`src/rtl/adc_spi_ctrl.sv`:
```
// rtl/adc_spi_ctrl.sv - free-running conversion/readout frame sequencer for an SPI SAR ADC
//
// Purpose: repeatedly runs one ADC frame: latch the channel config, pulse
// CONVST, wait out the conversion, then clock 12 SCK pulses. During those
// pulses the 6-bit config goes out on SDI and the previous conversion comes
// back on SDO. Each frame ends with a one-cycle result strobe.
//
// Ports:
//   clk          in   single clock, rising edge
//   reset_n      in   asynchronous active-low reset
//   chan         in   channel requested for the next frame (sampled in IDLE only)
//   adc_convst   out  conversion start, high for CONV_HI cycles per frame
//   adc_sck      out  serial clock, 12 pulses per frame, idles low
//   adc_sdi      out  config word to the ADC, MSB first
//   adc_sdo      in   conversion data from the ADC, MSB first
//   result       out  last completed conversion
//   result_chan  out  channel that result belongs to
//   result_valid out  one-cycle strobe marking a new result
module adc_spi_ctrl #(
  parameter int CLK_HALF  = 2,
  parameter int CONV_HI   = 2,
  parameter int CONV_WAIT = 80
) (
  input  logic        clk,
  input  logic        reset_n,
  input  logic [2:0]  chan,
  output logic        adc_convst,
  output logic        adc_sck,
  output logic        adc_sdi,
  input  logic        adc_sdo,
  output logic [11:0] result,
  output logic [2:0]  result_chan,
  output logic        result_valid
);

  localparam logic [2:0] S_IDLE  = 3'd0;
  localparam logic [2:0] S_CONV  = 3'd1;
  localparam logic [2:0] S_WAIT  = 3'd2;
  localparam logic [2:0] S_SHIFT = 3'd3;
  localparam logic [2:0] S_DONE  = 3'd4;

  // One counter serves CONV, WAIT and each SCK half-period, so size it for the longest.
  localparam int CNT_MAX_A = (CONV_HI > CONV_WAIT) ? CONV_HI : CONV_WAIT;
  localparam int CNT_MAX   = (CLK_HALF > CNT_MAX_A) ? CLK_HALF : CNT_MAX_A;
  localparam int CNT_W     = (CNT_MAX > 1) ? $clog2(CNT_MAX) : 1;

  // 24 SCK half-periods per frame; odd phases are the high half.
  localparam logic [4:0] LAST_PHASE = 5'd23;

  logic [2:0]       state_q, state_d;
  logic [CNT_W-1:0] cnt_q, cnt_d;
  logic [4:0]       phase_q, phase_d;
  logic [5:0]       cfg_q, cfg_d;
  logic [5:0]       cfg_sh;
  logic [2:0]       chan_q, chan_d;           // channel encoded in this frame's config
  logic [2:0]       prev_chan_q, prev_chan_d; // channel whose data shifts out this frame
  logic [11:0]      shreg_q, shreg_d;
  logic [11:0]      result_q, result_d;
  logic [2:0]       result_chan_q, result_chan_d;
  logic             convst_q, convst_d;
  logic             sck_q, sck_d;
  logic             sdi_q, sdi_d;
  logic             valid_q, valid_d;

  always_comb begin
    state_d       = state_q;
    cnt_d         = '0;
    phase_d       = phase_q;
    cfg_d         = cfg_q;
    chan_d        = chan_q;
    prev_chan_d   = prev_chan_q;
    shreg_d       = shreg_q;
    result_d      = result_q;
    result_chan_d = result_chan_q;

    case (state_q)
      S_IDLE: begin
        state_d     = S_CONV;
        cfg_d       = {1'b1, chan[0], chan[2], chan[1], 1'b1, 1'b0};
        prev_chan_d = chan_q;
        chan_d      = chan;
      end
      S_CONV: begin
        if (cnt_q == CNT_W'(CONV_HI - 1)) state_d = S_WAIT;
        else                              cnt_d   = cnt_q + CNT_W'(1);
      end
      S_WAIT: begin
        if (cnt_q == CNT_W'(CONV_WAIT - 1)) begin
          state_d = S_SHIFT;
          phase_d = '0;
        end else begin
          cnt_d = cnt_q + CNT_W'(1);
        end
      end
      S_SHIFT: begin
        if (cnt_q == CNT_W'(CLK_HALF - 1)) begin
          // Leaving a low phase means SCK rises on this edge: capture SDO now.
          if (!phase_q[0]) shreg_d = {shreg_q[10:0], adc_sdo};
          if (phase_q == LAST_PHASE) begin
            state_d       = S_DONE;
            result_d      = shreg_q;
            result_chan_d = prev_chan_q;
          end else begin
            phase_d = phase_q + 5'd1;
          end
        end else begin
          cnt_d = cnt_q + CNT_W'(1);
        end
      end
      S_DONE:  state_d = S_IDLE;
      default: state_d = S_IDLE;
    endcase
  end

  // Outputs are registered from next-state values so pins never glitch on state decode.
  // Each SCK period (two phases) consumes one config bit; past bit 0 the shift yields zeros.
  always_comb begin
    cfg_sh   = cfg_d << phase_d[4:1];
    convst_d = (state_d == S_CONV);
    sck_d    = (state_d == S_SHIFT) && phase_d[0];
    sdi_d    = (state_d == S_SHIFT) && cfg_sh[5];
    valid_d  = (state_d == S_DONE);
  end

  always_ff @(posedge clk or negedge reset_n) begin
    if (!reset_n) begin
      state_q       <= S_IDLE;
      cnt_q         <= '0;
      phase_q       <= '0;
      cfg_q         <= '0;
      chan_q        <= '0;
      prev_chan_q   <= '0;
      shreg_q       <= '0;
      result_q      <= '0;
      result_chan_q <= '0;
      convst_q      <= 1'b0;
      sck_q         <= 1'b0;
      sdi_q         <= 1'b0;
      valid_q       <= 1'b0;
    end else begin
      state_q       <= state_d;
      cnt_q         <= cnt_d;
      phase_q       <= phase_d;
      cfg_q         <= cfg_d;
      chan_q        <= chan_d;
      prev_chan_q   <= prev_chan_d;
      shreg_q       <= shreg_d;
      result_q      <= result_d;
      result_chan_q <= result_chan_d;
      convst_q      <= convst_d;
      sck_q         <= sck_d;
      sdi_q         <= sdi_d;
      valid_q       <= valid_d;
    end
  end

  assign adc_convst   = convst_q;
  assign adc_sck      = sck_q;
  assign adc_sdi      = sdi_q;
  assign result       = result_q;
  assign result_chan  = result_chan_q;
  assign result_valid = valid_q;

endmodule

```
`config.mk`:
```
export PLATFORM = sky130hd
export DESIGN_NAME = adc_spi_ctrl
export DESIGN_NICKNAME = d
export VERILOG_FILES = /design/src/rtl/adc_spi_ctrl.sv
export SDC_FILE = /design/constraint.sdc
export NUM_CORES = 1
export LEC_CHECK = 0
export CAP_MARGIN = 10
export CORE_ASPECT_RATIO = 0.9
export CORE_MARGIN = 1.5
export CORE_UTILIZATION = 35
export DETAILED_ROUTE_END_ITERATION = 6
export MAX_ROUTING_LAYER = met4
export PLACE_DENSITY = 0.62
export SYNTH_ARGS = -nofsm -noshare
export SYNTH_HDL_FRONTEND = slang
export SYNTH_SLANG_ARGS = --single-unit
```
`constraint.sdc`:
```
create_clock -name clk -period 3.2 [get_ports clk]
set_clock_uncertainty 0.2 [all_clocks]
set_input_delay 0.64 -clock clk [delete_from_list [all_inputs] [get_ports clk]]
set_output_delay 0.64 -clock clk [all_outputs]
set_load 0.01 [all_outputs]
```
==> results.ini, run 1 <==
[placed_design]
gp_congestion = 0.832
place.port_buffers = 24
dp_hpwl_um = 3260

[synth]
synth-warning-count = 0
synth.most_common_cell = nand2_1
netlist_area_um2 = 2460
yosys_register_bits = 58
synth-seq-area-share_pct = 59.0
synth_common_cells = 75 x nand2_1, 58 x dfrtp_1, 13 x nor2_1
synth_edf_count = 0
yosysTopAreaCell = dfrtp_1
syn_area_per_cell_um2 = 10.3
synth_cell_types = 41
yosys-top-cells-area = dfrtp_1 59%, nand2_1 11%, mux2_2 5.5%, nor2_1 2.0%, ha_1 1.5%
synthCells = 239
synth_fp_nets = 248
synth-main-ff-cell = dfrtp_1
async_reset_ff_share_pct = 100
netlist.area_leader.share_pct = 59.0

[floorplan]
die_area_um2 = 7540
initial_core_util_pct = 36.8
fp.dieH_um = 82.6
coreArea_um2 = 6690
ioPinCount = 25
die-width_um = 91.4
rows = 28

[timing]
fin_crit_sh_pct = 84.7
worstMarginPinSlew_ps = 705
clock.fmax_mhz = 369
finalMaxSlewViolations = 0
rsz0062_at_grt = false
setup-tns-final_ps = 0
period_minus_slack_ps = 2710
slew_headroom_pct = 52.6
hold_viol = 0
setup_viol = 0

[worst_setup_path]
required_ps = 3210
critPathMaxFanout = 4
crit_chain = inv_1 > ha_1 > or4b_4 > o311a_1 > a211oi_2 > mux2i_1 > nor3_1 > o31a_1
crit_path_start_kind = flip-flop
timing.critical_path.buf_inv = 1
worstSetupPathType = reg2reg
critPathArrivalTime_ps = 2730
cpPeakStageDelay_ps = 470
slowest_stage = or4b_4
cp-startpoint = cnt_q[1]$_DFF_PN0_
endpoint_kind = flip-flop
reg2reg_slack_ps = 490
cpLargestDelayFamily = compound AO/OA/AOI/OAI gates
r2r-start = cnt_q[1]$_DFF_PN0_

[clock_network]
ctsHoldBuffers = 0
cts_buffers = 9
clk-insertion-delay-late_ps = 330
post_cts_buffers = 0
htree_levels = 3
clock-sinks = 58
cts_buffer_depth = 2
cts.clk_slew.worst_paths_ps = 70
cts_tree = done
cts.repair.resized = 0
root_buffer = clkbuf_8

[finish]
finalCoreUtilization_pct = 45.0
fillers = 620
antennaDiodeCount = 0
seq_area_um2 = 1450
layout.nets = 276
multiInputGateArea_um2 = 948
layout-drive-gt1-share_pct = 14.3
syn2layout_area_growth_pct = 22.3

[pwr]
p_clk_share_pct = 47.3
power.density_nw_per_um2 = 482
vdd_ir_drop_max_uv = 222
power_frac_comb_pct = 1.8
p_seq_share_pct = 50.9
p_leak_nw = 1.47
p_int_mw = 1.14
p_switching_mw = 0.307
switching_share_pct = 21.1

[detailed_routing]
wirelength_um = 4710
drc = 0
wl_per_cell_um = 13.0
first_iter_violations = 152
ant_nets = 0
dr.pass1.iters = 4
via_per_inst = 4.78
vias = 1730

[global_routing]
grt_max_degree = 35
grt_pass1_vias = 1706
grt_pass1_wl_um = 8400
gr-total-overflow = 0
antenna_found_initial = 0
grt_use_total_pct = 15.2

[flow_run]
drv_cap = 0

[hold_path]
worstHoldPathType = in2async

[run_status]
status = finished clean

## power groups by stage
| stage | Combinational (mW) | Sequential (mW) | Clock (mW) |
|---|---|---|---|
| 3_5_place_dp | 0.0280 | 0.752 | 0 |
| 6_report | 0.0264 | 0.738 | 0.685 |
| 5_1_grt | 0.0313 | 0.738 | 0.743 |
| 3_3_place_gp | 0.0281 | 0.752 | 0 |
| 4_1_cts | 0.0281 | 0.738 | 0.707 |
| 2_1_floorplan | 0.00361 | 0.752 | 0 |
## flip-flops by register name (all words and copies together), names as in the netlist
register	flops
adc_convst	1
adc_sck	1
adc_sdi	1
cfg_q	6
chan_q	3
cnt_q	7
phase_q	5
prev_chan_q	3
result	12
result_chan	3
result_valid	1
shreg_q	12
state_q	3
## area by class of cell
| class | instances | share of cell area, % |
|---|---|---|
| clock inverter | 5 | 1.75 |
| timing repair buffer | 27 | 8.98 |
| tap | 90 | 3.74 |
| clock buffer | 11 | 5.03 |
| inverter | 6 | 0.748 |
| sequential | 58 | 48.2 |
| multi-input combinational | 165 | 31.5 |
## through the flow
| stage | instances | instance area (um^2) | hold WS, ps | setup slack [ps] | total power, mW |
|---|---|---|---|---|---|
| CTS | 362 | 3010 | 120 | 474 | 1.47 |
| global placement | 346 | 2810 | 252 | 591 | 0.780 |
| global route | 362 | 3010 | 137 | 343 | 1.51 |
| floorplan | 239 | 2460 | 144 | 653 | 0.756 |
| detailed placement | 346 | 2810 | 253 | 483 | 0.780 |
| finish | 362 | 3010 | 116 | 490 | 1.45 |
## final timing paths
path	end	cells past startpoint
hold / removal	cnt_q[6]$_DFF_PN0_	1
setup / recovery	adc_sdi$_DFF_PN0_	8
setup reg to reg	adc_sdi$_DFF_PN0_	8
hold reg to reg	prev_chan_q[2]$_DFFE_PN0P_	2
max in group asynchronous	result[11]$_DFFE_PN0P_	2
min in group clk	prev_chan_q[2]$_DFFE_PN0P_	2
## worst reg2reg max path: cells and delay by family (launching register included)
kind | cells | cell delay (ps)
AO/OA/AOI/OAI | 3 | 1040
AND/OR/NAND/NOR | 2 | 530
flip-flops | 1 | 390
multiplexers | 1 | 240
adder cells (fa/ha/maj) | 1 | 140
buffers and inverters | 1 | 60
## layout by cell type, fill, tap and decap left out, types with 2 or more instances in the layout
cell	synthesis	routed
clkinv_2	0	3
clkbuf_8	0	11
and3_2	2	2
clkdlybuf4s50_1	0	23
or2_2	2	2
nand4b_1	2	2
ha_1	3	3
mux2_2	12	12
nor4_1	2	2
nand3_1	5	5
xor2_1	4	4
buf_4	0	2
nand2_1	75	75
nor3_1	6	6
a21oi_1	3	3
dfrtp_1	58	58
a221oi_1	2	2
xnor2_1	2	2
nor2_1	13	13
mux2i_1	3	3
nand4_1	2	2
inv_1	5	5
and2_1	3	3
nand2b_1	2	2
o21ai_0	5	5
## logic make-up after synthesis
kind of cell / Yosys count / share of synthesized area [%]
AOI/OAI and AO/OA: 18 / 5.29
xor gates and xnor gates: 6 / 2.14
adders and majority gates: 3 / 1.53
buffers and inverters: 16 / 2.49
DFF: 58 / 59.0
muxes: 15 / 6.71
and+or+nand+nor: 123 / 22.9
## metal layers
| layer | track usage (%) | vias to the layer above | wire length [um] | share of wire [%] |
|---|---|---|---|---|
| met3 | 5.31 | 4 | 194 | 4.1 |
| li1 | - | 858 | - | - |
| met4 | 7.03 | 0 | 63 | 1.3 |
| met2 | 22.0 | 38 | 2190 | 46 |
| met5 | - | - | 0 | 0 |
| met1 | 19.1 | 830 | 2260 | 48 |
No activity file was read; power rests on OpenSTA's default activity.
==> inputs of run 2 (changes only) <==
Clock period 3.2 ns to 2.6 ns, I/O delays scaled along.
==> run 2 against run 1 <==
Worst hold slack better by 150 ps; register-to-register slack worse by 470 ps; non-clock buffer count is 18 higher; first-iteration DRC count is 43% lower; sequential share of layout area is 2.7 points lower; design area is 5.9% higher; combinational power is 32% higher; via count is 4.3% higher; largest power group is now the clock network.
==> results.ini, run 2 (synthesis results as in run 1) <==
[run_status]
status = finished clean

[worst_setup_path]
required_ps = 2620
cp-startpoint = cnt_q[1]$_DFF_PN0_
critPathArrivalTime_ps = 2590
critPathMaxFanout = 4
worstSetupPathType = reg2reg
endpoint_kind = flip-flop
crit_chain = inv_1 > ha_1 > or4b_4 > o311a_4 > a211oi_4 > mux2i_1 > nor3_1 > o31a_1
cpPeakStageDelay_ps = 480
slowest_stage = or4b_4
crit_path_start_kind = flip-flop
r2r-start = cnt_q[1]$_DFF_PN0_

[clock_network]
cts.clk_slew.worst_paths_ps = 70
clock-sinks = 58
post_cts_buffers = 0
htree_levels = 3
cts_buffers = 9
root_buffer = clkbuf_8
cts_buffer_depth = 2
clk-insertion-delay-late_ps = 340
cts_tree = done

[timing]
fin_hold_ws_ps = 269
worstMarginPinSlew_ps = 482
finalMaxSlewViolations = 0
clock.fmax_mhz = 388
rsz0062_at_grt = true
hold_viol = 0
setup_viol = 0
layout_setup_ws_ps = 24.8
slew_headroom_pct = 67.4
fin_crit_sh_pct = 99.0
period_minus_slack_ps = 2580
setup-tns-final_ps = 0

[detailed_routing]
wirelength_um = 4960
ant_nets = 0
via_per_inst = 4.75
routed.top_layer = met4
wl_per_cell_um = 13.0
wl_met2_um = 2160
dr.pass1.iters = 4
first_iter_violations = 86
vias = 1804
drc = 0
met1_length_um = 2510
route.met3.wl_um = 182

[pwr]
power.density_nw_per_um2 = 594
vdd_ir_drop_max_uv = 251
p_leak_nw = 1.57

[finish]
syn2layout_area_growth_pct = 29.5
multiInputGateArea_um2 = 967
fillers = 603
layout-drive-gt1-share_pct = 19.7
antennaDiodeCount = 0
final_cell_mix = 75 x nand2_1, 58 x dfrtp_1, 23 x clkdlybuf4s50_1
final_common_cell = nand2_1
layout.nets = 294
seq_area_um2 = 1450

[placed_design]
dp_hpwl_um = 3340
pre_cts_slack_ps = -96.3
place.port_buffers = 24
gp_congestion = 0.882

[floorplan]
fp.dieH_um = 82.6
ioPinCount = 25
rows = 28
die_area_um2 = 7540
coreArea_um2 = 6690
initial_core_util_pct = 36.8
die-width_um = 91.4

[global_routing]
antenna_found_initial = 0
grt_use_total_pct = 15.4
grt_pass1_wl_um = 8380
grt_pass1_vias = 1701
grt_max_degree = 33
gr-total-overflow = 0

[flow_run]
drv_cap = 0

[hold_path]
worstHoldPathType = reg2reg
min_from = cfg_q[1]$_DFF_PN0_

## run 2: path summary, 6_finish.rpt
check	endpoint	slack [ps]	depth (start not counted)
max reg2reg	adc_sdi$_DFF_PN0_	20	8
max in group asynchronous	result[9]$_DFFE_PN0P_	1350	3
min in group asynchronous	cfg_q[5]$_DFF_PN0_	340	2
min reg2reg	cfg_q[1]$_DFF_PN0_	270	1
min	cfg_q[1]$_DFF_PN0_	270	1
max	adc_sdi$_DFF_PN0_	20	8
## run 2: worst max-delay path, delay by kind of cell (launching register included)
kind	cells	cell delay, ps
and+or+nand+nor	2	540
adders and majority gates	1	150
DFF	1	380
buffers and inverters	1	60
AOI/OAI and AO/OA	3	890
muxes	1	240
## run 2: routing by layer
| metal | vias to the layer above | global-route usage, % |
|---|---|---|
| li1 | 892 | - |
| met1 | 875 | 19.7 |
| met2 | 31 | 21.8 |
| met3 | 6 | 5.22 |
| met4 | 0 | 7.97 |
| met5 | - | - |
## run 2: cell type report
| class | count | share of cell area [%] |
|---|---|---|
| flip-flops and latches | 58 | 45.5 |
| clock inverters | 7 | 3.18 |
| inverters | 6 | 0.707 |
| multi-input cells | 165 | 30.3 |
| clock buffers | 9 | 3.89 |
| repair buffers | 45 | 12.8 |
| well taps | 90 | 3.53 |
## run 2: power breakdown
part | internal (mW) | switching (mW) | leakage (nW)
Clock | 0.546 | 0.405 | 0.106
Combinational | 0.0130 | 0.0219 | 0.720
Sequential | 0.906 | 0.00178 | 0.745
Total | 1.46 | 0.429 | 1.57
## run 2: metrics by stage
step | total power, mW | util (%) | instance area, um^2 | std cells
finish | 1.89 | 47.6 | 3190 | 380
global route | 1.97 | 47.6 | 3190 | 380
CTS | 1.92 | 47.5 | 3180 | 380
detailed placement | 0.961 | 43.8 | 2930 | 363
global placement | 0.961 | 43.8 | 2930 | 363
floorplan | 0.930 | - | 2460 | 239
## run 2: timing repair
item | in CTS | in global routing
hold buffers | 1 | 0
resized for setup | 1 | 1
endpoints found under the hold margin | 4 | 0
endpoints found under the setup margin | 1 | 1
pin swaps | 2 | 0
gates cloned | 0 | 0
==> RTL change 1: new RTL, settings of run 1 <==
`CONV_HI`: 2 -> 4.
--- a/src/rtl/adc_spi_ctrl.sv
+++ b/src/rtl/adc_spi_ctrl.sv
@@ -19,5 +19,5 @@
 module adc_spi_ctrl #(
   parameter int CLK_HALF  = 2,
-  parameter int CONV_HI   = 2,
+  parameter int CONV_HI   = 4,
   parameter int CONV_WAIT = 80
 ) (
Function: changed (a bounded check fails within 4 cycles, from zero or initial values and one cycle with reset_n low).
==> RTL change 1 against run 1 <==
Combinational power shrank 7.6%. Area after synthesis grew 2.6%. Cell count grew 1.7%. Worst setup slack gained 230 ps. Sequential cell count is the same. Power shrank 1.8%. Non-clock buffer count grew 1. Global-route usage shrank 0.99 points. Sequential power is essentially flat. Clock power shrank 3.4%. Wire length shrank 0.76%. Final area grew 1.7%. Critical endpoint unchanged. Highest routed layer unchanged.
==> RTL change 1: results (changes against run 1) <==
syn_nets=249 (+0.40%); placed cell count=353 (+2.0%); Max H-tree Level=3 (unchanged); slew margin rel.=0.522 (-0.00373); port bufs=24 (unchanged); first-pass GRT wire length=8220 µm (-2.1%); P_leak=0.00148 µW (+0.42%); Peak VDD IR=0.000193 V (-13%); share of layout cells above drive strength 1=0.167 (+0.0239); initial antenna violation count=0 (unchanged); gpl congestion=0.753 (-9.5%); cts repair resizes=0 (unchanged); Post-Place Cell Area=2870 µm² (+2.3%); drt pass-1 iters=4 (unchanged); Crit Path Max Fanout=8 (+4); switch share=0.216 (+0.00437); clk buf depth=2 (unchanged); most instantiated cells after synthesis=nand2_1, dfrtp_1, mux2_2, nor2_1, nand3_1; arrival time worst endpoint=2530 ps (-200 ps); # Post-CTS Setup Buffers=0 (unchanged); Area contributors post-synth=dfrtp_1, nand2_1, mux2_2, nand3_1, nor2_1; Place WS=732 ps (+249 ps); CTS Buf Count=9 (unchanged); worst skew pair latency=340 ps; status=complete, no violations; Netlist cell types=44 (+7.3%); Post-synth top flop=dfrtp_1; fillers=683 (+10%); DRT iter0 DRCs=108 (-29%); clock root buffer=clkbuf_8; Nets=280 (+1.4%); syn avg cell area=10.5 µm² (+2.2%); yosys warns=0 (unchanged); diode count=0 (unchanged); GR Util All Layers=0.142 (-0.00987); power per standard cell area=465 nW/µm² (-3.4%); via count=1761 (+1.8%); Seq/Total Area, Yosys=0.575 (-0.0149); largest net degree at the start of global routing=59 (+69%); clock-net power=662 µW (-3.4%); path type of the worst min-delay path=input pin to asynchronous set/reset pin; Via density=4.79 (+0.13%); WL/cell=12.7 µm (-2.4%); HPWL after DPL=3130 µm (-3.9%); asr flop ratio synth=1.00 (unchanged); Worst-path clk slew=70 ps (about the same); Seq. pwr=738 µW (about the same)
## RTL change 1: path summary, 6_finish.rpt
check	endpoint	cells past startpoint	start	slack, ps
max	adc_sdi	7	phase_q[0]	720
min	result[2]	2	reset_n	230
max reg2reg	adc_sdi	7	phase_q[0]	720
min reg2reg	prev_chan_q[1]	2	chan_q[1]	260
max in group asynchronous	cnt_q[3]	2	reset_n	2090
min in group clk	prev_chan_q[1]	2	chan_q[1]	260
## RTL change 1: cell families (layout without fill, tap and decap cells)
family	Yosys count	after routing	share of synthesized area
buf+inv	13	48	0.0223
simple gates	123	123	0.229
xor+xnor	5	5	0.0173
mux	16	16	0.0704
flops	58	58	0.575
compound gates	22	22	0.0709
fa+ha+maj	3	3	0.0149
## RTL change 1: metal layers
| metal | vias up | global-route usage | wire length, µm |
|---|---|---|---|
| met5 | - | - | 0 |
| met4 | 0 | 0.0797 | 113 |
| met3 | 8 | 0.0337 | 122 |
| met2 | 22 | 0.203 | 2050 |
| met1 | 855 | 0.185 | 2390 |
| li1 | 876 | - | - |
## RTL change 1: worst max-delay path: stages, from the launching register on
cell,delay [ps]
dfrtp_1,460
ha_1,250
nand4b_1,230
nand3_1,260
mux2i_1,280
nor3_1,80
or4_1,460
a31oi_1,180
## RTL change 1: area by class of cell
cell class | count | area (µm²) | area share
clock buffer | 10 | 138 | 0.0450
timing repair buffer | 28 | 265 | 0.0866
multi-input combinational | 169 | 1020 | 0.332
tap | 93 | 116 | 0.0380
inverter | 5 | 18.8 | 0.00613
clock inverter | 5 | 55.1 | 0.0180
sequential | 58 | 1450 | 0.474
==> RTL change 2: new RTL, config.mk and constraints of run 1 <==
Without the edit above. `shreg_q` and `result_q` no longer have a reset.
--- a/src/rtl/adc_spi_ctrl.sv
+++ b/src/rtl/adc_spi_ctrl.sv
@@ -131,6 +131,4 @@
       chan_q        <= '0;
       prev_chan_q   <= '0;
-      shreg_q       <= '0;
-      result_q      <= '0;
       result_chan_q <= '0;
       convst_q      <= 1'b0;
@@ -145,6 +143,4 @@
       chan_q        <= chan_d;
       prev_chan_q   <= prev_chan_d;
-      shreg_q       <= shreg_d;
-      result_q      <= result_d;
       result_chan_q <= result_chan_d;
       convst_q      <= convst_d;
@@ -153,4 +149,9 @@
       valid_q       <= valid_d;
     end
+  end
+
+  always_ff @(posedge clk) begin
+    shreg_q  <= shreg_d;
+    result_q <= result_d;
   end
 
Function: same outputs for any inputs over 10 cycles, from zero or initial values and one cycle with reset_n low; that may be too few to reach the edited logic, so the function may still have changed.
==> RTL change 2 against run 1 <==
Global-route usage fell by 2.2 points. Highest routed layer unchanged. Count of clock-buffer cells in the layout fell by 2. Wire length fell by 16%. Sequential cell count did not move. Worst setup slack improved by 66 ps. Power fell by 5.8%. Non-clock buffer count rose by 3. Largest cell class unchanged. Final area fell by 3.3%. Area after synthesis fell by 3.7%. Critical endpoint unchanged. Fmax rose by 2.5%.
==> RTL change 2: results (changes against run 1) <==
Post-Place Cell Area=2740 µm² (-2.3%); placed cell count=300 (-13%); most instantiated cells after synthesis=dfrtp_1, nand2_1, edfxtp_1, nor3_1, nor2_1; total wire length=3980 µm (-16%); Routed met3 length=245 µm (+26%); status=complete, no violations; Netlist cell types=42 (+2.4%); yosys warns=0 (unchanged); metal2 WL=1670 µm (-24%); path type of the worst min-delay path=flip-flop to flip-flop; M1 wire length=2020 µm (-11%); HPWL after DPL=2730 µm (-16%); Max stage delay on crit path=490 ps (+20 ps); GR met3 Demand/Resource=0.0627 (+0.00962); slew margin rel.=0.589 (+0.0632); met2 usage=0.181 (-0.0392); Syn Inst Count=187 (-22%); syn_nets=196 (-21%); Worst-path clk slew=60 ps; fin cells=316 (-13%); DRT iter0 DRCs=89 (-41%); critical path's top delay family=simple AND/OR/NAND/NOR gates; critical hold path startpoint=shreg_q[11]; worst skew pair latency=340 ps; gpl congestion=0.825 (-0.84%); Crit Path Max Fanout=8 (+4); Max Used Layer=met4; Post-synth top flop=dfrtp_1; P_leak=0.00121 µW (-18%); Via density=4.63 (-3.1%); Max H-tree Level=3 (unchanged); asr flop ratio synth=0.586 (-0.414); critical path's slowest cell=dfrtp_1; Routed Antenna Nets=0 (unchanged); clock root buffer=clkbuf_8; arrival time worst endpoint=2700 ps (-30 ps); Nets=230 (-17%); GR Util All Layers=0.130 (-0.0215); met1 Use GR=0.165 (-0.0264); CTS Buf Count=9 (unchanged); Peak VDD IR=0.000245 V (+10%); Seq/Total Area, Yosys=0.663 (+0.0731); port bufs=24 (unchanged); cts repair resizes=0 (unchanged); Area contributors post-synth=dfrtp_1, edfxtp_1, nand2_1, nor3_1, mux2i_1; Post-synth EDFFs=24 (+24); first-pass GRT wire length=6840 µm (-18%); r2r startpoint=phase_q[0]; share of layout cells above drive strength 1=0.137 (-0.00621); # Post-CTS Setup Buffers=0 (unchanged); vias in the first global route=1409 (-17%)
RTL change 2: cell types whose count changed in the layout (fill, tap and decap cells not counted), sizes merged, moves of 5 or more:
cell	delta
nor3	+5
nor2	-5
dfrtp	-24
mux2	-9
edfxtp	+24
nand2	-44
RTL change 2: worst reg2reg max path, stage by stage, from the launching register on:
cell and delay [ps]:
dfrtp_1 490, ha_1 270, nand4b_1 350, and4_2 380
a211oi_4 280, mux2i_1 110, or3_1 310, a31oi_1 170
RTL change 2: final cells by class:
cell class	instances	area [µm²]
clock buffer	9	124
clock inverter	7	45.0
fill	633	3640
inverter	3	11.3
multi-input combinational	119	761
sequential	58	1570
tap	90	113
timing repair buffer	30	285
RTL change 2: power breakdown:
part | switching, µW | total [µW] | internal, µW
Clock | 295 | 572 | 277
Sequential | 1.39 | 776 | 774
Combinational | 11.2 | 19.0 | 7.83
Total | 307 | 1370 | 1060
RTL change 2: stage by stage:
step	hold slack (ps)	util	total power, µW	setup WS (ps)
finish	217	0.444	1370	556
global route	237	0.444	1430	303
CTS	218	0.444	1390	575
detailed placement	207	0.418	810	577
global placement	202	0.418	810	597
floorplan	144	-	794	732
RTL change 2: path summary, 6_finish.rpt:
path / to / slack, ps / cells past startpoint
max in group asynchronous: result_chan[2] / 1990 / 2
min in group asynchronous: adc_sck / 490 / 2
setup reg to reg: adc_sdi / 560 / 7
hold reg to reg: result[11] / 220 / 0
setup / recovery: adc_sdi / 560 / 7
hold / removal: result[11] / 220 / 0
RTL change 2: cell families (layout without fill, tap and decap cells):
group           after synthesis  after routing  synth area share
compound gates               17             17            0.0570
xor+xnor                      6              6            0.0222
fa+ha+maj                     3              3            0.0158
buf+inv                      10             49            0.0164
flops                        58             58             0.663
mux                           7              7            0.0311
simple gates                 86             86             0.195
